[src/rtl/uart_tx_feeder.sv]
// ----------------------------------------------------------------------------
// uart_tx_feeder
//   Byte buffer and sequencer that sits directly in front of the UART
//   transmitter. Bytes from the sort FSM are queued in a DEPTH-entry FIFO.
//   They are handed to the transmitter one at a time through its DV/Byte/Done
//   handshake. Each byte is held until the transmitter reports completion.
//
// Optional feature macro: UART_TX_FEED_GAP_EN
//   When defined, GAP_CLKS idle clocks are inserted after every i_Tx_Done
//   before the next launch. When undefined, the gap state and its counter
//   are not built.
//
// Ports
//   i_Clock      system clock, rising edge
//   i_Reset      synchronous active-high reset
//   i_Wr_DV      write strobe, one byte per cycle while high
//   i_Wr_Byte    byte to enqueue
//   o_Full       FIFO holds DEPTH bytes
//   o_Empty      FIFO holds 0 bytes
//   o_Count      bytes currently stored (0..DEPTH)
//   o_Overflow   sticky flag: a write was dropped while full
//   o_Tx_DV      one-cycle launch pulse to the transmitter
//   o_Tx_Byte    byte being sent, stable from launch until done
//   i_Tx_Active  transmitter busy
//   i_Tx_Done    transmitter one-cycle completion pulse
// ----------------------------------------------------------------------------
module uart_tx_feeder #(
    parameter int DEPTH    = 8,
    parameter int ADDR_W   = 3,
    parameter int GAP_CLKS = 16
) (
    input  logic              i_Clock,
    input  logic              i_Reset,
    input  logic              i_Wr_DV,
    input  logic [7:0]        i_Wr_Byte,
    output logic              o_Full,
    output logic              o_Empty,
    output logic [ADDR_W:0]   o_Count,
    output logic              o_Overflow,
    output logic              o_Tx_DV,
    output logic [7:0]        o_Tx_Byte,
    input  logic              i_Tx_Active,
    input  logic              i_Tx_Done
);

    typedef enum logic [1:0] {
        S_IDLE      = 2'd0,
        S_WAIT_DONE = 2'd1
`ifdef UART_TX_FEED_GAP_EN
        ,S_GAP      = 2'd2
`endif
    } state_t;

    // Pointers wrap naturally, so the configuration must be a power of two.
    if (DEPTH < 2 || DEPTH != (1 << ADDR_W) || GAP_CLKS < 1) begin : g_paramCheck
        $error("uart_tx_feeder: DEPTH must equal 2**ADDR_W and be >= 2; GAP_CLKS must be >= 1");
    end

    logic [7:0]        mem_q [DEPTH];
    logic [ADDR_W-1:0] wrPtr_q;
    logic [ADDR_W-1:0] rdPtr_q;
    logic [ADDR_W:0]   count_q;
    logic [ADDR_W:0]   count_d;
    logic              full_q;
    logic              empty_q;
    logic              overflow_q;
    logic              txDv_q;
    logic [7:0]        txByte_q;
    state_t            state_q;
    logic              wrAccept;
    logic              pop;

`ifdef UART_TX_FEED_GAP_EN
    localparam int GAP_W = (GAP_CLKS > 1) ? $clog2(GAP_CLKS) : 1;
    logic [GAP_W-1:0]  gapCnt_q;
`endif

    // Full is judged on the registered (pre-edge) count, so a pop in the
    // same cycle never rescues a write made while full.
    always_comb begin
        wrAccept = i_Wr_DV && !full_q;
        pop      = (state_q == S_IDLE) && !empty_q && !i_Tx_Active;
        count_d  = count_q;
        if (wrAccept && !pop) begin
            count_d = count_q + (ADDR_W+1)'(1);
        end else if (!wrAccept && pop) begin
            count_d = count_q - (ADDR_W+1)'(1);
        end
    end

    // Storage array kept free of reset so it maps onto plain memory.
    always_ff @(posedge i_Clock) begin
        if (wrAccept) begin
            mem_q[wrPtr_q] <= i_Wr_Byte;
        end
    end

    // FIFO bookkeeping; flags are registered from the next-state count.
    always_ff @(posedge i_Clock) begin
        if (i_Reset) begin
            wrPtr_q    <= '0;
            rdPtr_q    <= '0;
            count_q    <= '0;
            full_q     <= 1'b0;
            empty_q    <= 1'b1;
            overflow_q <= 1'b0;
        end else begin
            if (wrAccept) begin
                wrPtr_q <= wrPtr_q + ADDR_W'(1);
            end
            if (pop) begin
                rdPtr_q <= rdPtr_q + ADDR_W'(1);
            end
            if (i_Wr_DV && full_q) begin
                overflow_q <= 1'b1;
            end
            count_q <= count_d;
            full_q  <= (count_d == (ADDR_W+1)'(DEPTH));
            empty_q <= (count_d == '0);
        end
    end

    // Launch sequencer. The head byte is latched into the output register
    // at pop time so it stays stable for the whole transmission.
    always_ff @(posedge i_Clock) begin
        if (i_Reset) begin
            state_q  <= S_IDLE;
            txDv_q   <= 1'b0;
            txByte_q <= 8'h00;
`ifdef UART_TX_FEED_GAP_EN
            gapCnt_q <= '0;
`endif
        end else begin
            txDv_q <= 1'b0;
            case (state_q)
                S_IDLE: begin
                    if (pop) begin
                        txByte_q <= mem_q[rdPtr_q];
                        txDv_q   <= 1'b1;
                        state_q  <= S_WAIT_DONE;
                    end
                end
                S_WAIT_DONE: begin
                    if (i_Tx_Done) begin
`ifdef UART_TX_FEED_GAP_EN
                        state_q  <= S_GAP;
                        gapCnt_q <= '0;
`else
                        state_q  <= S_IDLE;
`endif
                    end
                end
`ifdef UART_TX_FEED_GAP_EN
                S_GAP: begin
                    if (gapCnt_q == GAP_W'(GAP_CLKS - 1)) begin
                        state_q <= S_IDLE;
                    end else begin
                        gapCnt_q <= gapCnt_q + GAP_W'(1);
                    end
                end
`endif
                default: begin
                    state_q <= S_IDLE;
                end
            endcase
        end
    end

    assign o_Full     = full_q;
    assign o_Empty    = empty_q;
    assign o_Count    = count_q;
    assign o_Overflow = overflow_q;
    assign o_Tx_DV    = txDv_q;
    assign o_Tx_Byte  = txByte_q;

endmodule

[config.mk]
export PLATFORM = sky130hd
export DESIGN_NAME = uart_tx_feeder
export DESIGN_NICKNAME = d
export VERILOG_FILES = /design/src/rtl/uart_tx_feeder.sv
export SDC_FILE = /design/constraint.sdc
export NUM_CORES = 1
export LEC_CHECK = 0
export BUFFER_PORTS_ARGS = -buffer_cell sky130_fd_sc_hd__buf_4
export CAP_MARGIN = 20
export CORE_AREA = 2 2 82 115
export DETAILED_ROUTE_END_ITERATION = 10
export DIE_AREA = 0 0 84 117
export GPL_TIMING_DRIVEN = 0
export PLACE_DENSITY = 0.67
export SLEW_MARGIN = 40
export SYNTH_ARGS = -nofsm -noshare
export SYNTH_HDL_FRONTEND = slang
export SYNTH_SLANG_ARGS = --single-unit
export TNS_END_PERCENT = 100
[constraint.sdc]
create_clock -name i_Clock -period 3.25 [get_ports i_Clock]
set_clock_uncertainty 0.1 [all_clocks]
set_input_delay 0.1625 -clock i_Clock [delete_from_list [all_inputs] [get_ports i_Clock]]
set_output_delay 0.1625 -clock i_Clock [all_outputs]
set_load 0.1 [all_outputs]
==> results.md <==
- Outcome: finished clean
- Top-area cell type share of the netlist area: between 50% and 60%
- Yosys reg bits: between 80 and 90
- Max VDD drop: about 0.00053 V
- # IOs: 29
- Final wirelength: 6460 um
- Die width: 84 um
- Diode count: 0
- RSZ-0062 raised after global routing: no
- Layout cell share with drive strength beyond 1: between 30% and 40%
- PnR worst setup slack: roughly 1.1 ns
- 1st-pass router iterations: 4
- CTS Root Cell: clkbuf_16
- Initial antenna violation count: 0
- Sum Neg Setup Slack: 0 ns
- Critical path endpoint category: register
- WS Path Type: reg2reg
- Post-CTS Setup Inserts: 0
- Clock tree buffer depth: 2
- Slew at the pin closest to its max-slew limit: approximately 0.83 ns
- Commonest non-fill, non-tap cells in the layout: edfxtp_1 (64), buf_4 (30), dfxtp_1 (23), mux4_2 (16), a21oi_1 (15)
- Area Overhead vs Synth: 23.2%
- CP top delay family: buffers and inverters
- Core Rows: 41
- Pins over their slew limit: 0
- Core area: 8870 um2
- Final ANT Viol Nets: 0
- Synthesized area: ~3400 um2
- Crit share post-route: approximately 65%
- Utilization after layout: a little under half
- Die height: 117 um
- Max FO, Critical Path: 10
- FF-to-FF path depth: 5
- PD cells: ~760 nW/um2
- Fmax: between 400 and 500 MHz
- Clk Latency, worst-skew pair: approximately 0.33 ns
- Number of buffers and inverters on the critical path: 2
- Yosys cell types: 34
- Initial DRC Count: 189
- Setup crit start: rdPtr_q[1]
- Congestion Overflow GR: 0
- Max cap viols: 0
- Placed cell areas: roughly 3800 um2
- Placed Instances: about 350
- Most common cell after layout, fill and taps aside: edfxtp_1
- Vias: ~1.9k
- Yosys top cell by area: edfxtp_1
- Synth warnings: 0
- First-pass GRT wire length: between 10,000 and 15,000 um
- Worst slack at placement: around 1.2 ns
- Post-route cell area: around 4200 um2
- Critical-path cell list: buf_2 > clkbuf_1 > mux4_2 > mux2i_1 > a21oi_1
- Cells after synthesis: slightly above 200
- Routability cong.: between 0.8 and 0.9
- Fillers: around 770
- Total leakage power: 1.45 nW
- DRC Markers: 0
- Sequential-to-total area share from yosys stat: 69.7%
- Pin count of the biggest net entering global routing: 15
- Slowest CP cell: clkbuf_1
- Cts bufs inserted: 9
- Final nets: 279
- Worst reg2reg startpoint: rdPtr_q[1]
- Worst min path class: in2reg
- Startpoint types: register
- Syn_area_per_cell: around 17 um2
- # clock sinks: a little under 90
- Vias/cell: approximately 5
- RR Endpoint: o_Tx_Byte[0]
- Final Hold Viols: 0
- Port-buffer cells: 28
- CP endpoint: o_Tx_Byte[0]
- Die footprint: between 9000 and 10,000 um2
- Slew margin rel.: around 45%
- Finish-stage setup viols: 0
- Min Tclk post-route: 2.12 ns
- Tot GR Track Use: between 10 and 15%
- Initial core utilization: 38.5%
- CTS tree: built
- CP required: ~3.4 ns
- Clock slew at reported path FFs: roughly 0.060 ns
- CTS H-tree depth: 3
- DR WL/cell: 17.3 um
- Post-Layout Cell Count: about 370
- Hpwl dp: approximately 4400 um
- Synthesized Nets: 224
- Vias in the first global route: 1,928
- FF-to-FF setup slack: 1.13 ns
- Largest cells by area after synthesis: edfxtp_1 (56%), dfxtp_1 (13%), mux4_2 (11%)
- CP Data Arrival Time: between 2 and 2.5 ns
- Worst path max stage delay: between 0.5 and 0.6 ns
- WP depth: 5
[area by class of cell]
class                           instances  area, um2  area share, %
Buffer                                  9       42.5           1.01
Clock buffer                           11        233           5.52
Clock inverter                          5       51.3           1.22
Inverter                                3       11.3          0.267
Multi-Input combinational cell        108       1010           24.0
Sequential cell                        87       2380           56.5
Tap cell                              107        134           3.18
Timing Repair Buffer                   44        348           8.25
[routing by layer]
metal / global-route usage (%) / share of wire [%] / vias to the layer above
met5: 0 / 0 / -
li1: - / - / 905
met1: 18.0 / 43 / 975
met3: 3.58 / 3.2 / 9
met4: 7.53 / 2.3 / 0
met2: 24.2 / 51 / 35
[worst min path at each step]
stage / cells past startpoint / slack, ns / end / start
2_1_floorplan: 1 / 0.14 / o_Count[0] / i_Reset
5_1_grt: 3 / 0.1 / o_Tx_DV / i_Tx_Active
6_report: 3 / 0.09 / o_Tx_DV / i_Tx_Active
4_1_cts: 3 / 0.08 / o_Tx_DV / i_Tx_Active
3_5_place_dp: 2 / 0.30 / o_Count[0] / i_Reset
3_3_place_gp: 1 / 0.29 / mem_q[2][6] / i_Wr_Byte[6]
[logic make-up after synthesis]
logic type	count (synthesis)	synth area share (%)
flops	87	69.7
compound gates	29	5.27
buf+inv	12	1.57
fa+ha+maj	4	1.46
xor+xnor	5	1.28
mux	26	13.8
simple gates	44	6.99
[power breakdown]
part           leakage [nW]  switching [mW]  internal [mW]  total (mW)
clock network         0.139           0.388          0.590       0.978
logic                 0.542           0.615          0.285       0.900
registers             0.770          0.0613           1.28        1.34
total                  1.45            1.06           2.15        3.22
[through the flow]
step / power, mW / hold WS, ns
after global placement: 2.23 / 0.293
after global routing: 3.38 / 0.0963
final: 3.22 / 0.0895
after detailed placement: 2.26 / 0.296
after CTS: 3.25 / 0.0766
after floorplan: 2.06 / 0.142
[state kept, by name (all words and copies together), names as in the netlist]
register,cells
o_Tx_DV,1
wrPtr_q,3
state_q,1
o_Full,1
o_Tx_Byte,8
o_Count,4
rdPtr_q,3
o_Empty,1
mem_q,64
o_Overflow,1
[tightest hold or removal path, cell delays in order]
cell and delay [ns]:
buf_4 0.09, or3_4 0.17, nor2_1 0.05
[repair_timing]
item | in CTS | in global routing
gates resized for setup | 0 | 0
hold buffers | 11 | 0
setup endpoints to repair | 0 | 0
endpoints found under the hold margin | 67 | 0
[synthesized netlist by cell type (all sizes together)]
| master | count |
|---|---|
| xor2 | 2 |
| a21oi | 15 |
| nand3 | 2 |
| mux4 | 16 |
| nor3b | 1 |
| or3 | 2 |
| xnor2 | 3 |
| o22ai | 1 |
| buf | 5 |
| and2b | 1 |
| nand2b | 3 |
| o21ai | 9 |
| nor4 | 2 |
| nor3 | 7 |
| nor2b | 2 |
| a211oi | 3 |
| mux2i | 8 |
| or2b | 1 |
| nand2 | 10 |
| ha | 4 |
| inv | 3 |
| a22oi | 1 |
| dfxtp | 23 |
| mux2 | 2 |
| clkbuf | 4 |
| nor2 | 13 |
| edfxtp | 64 |
Power figures use the tool's default switching activity.
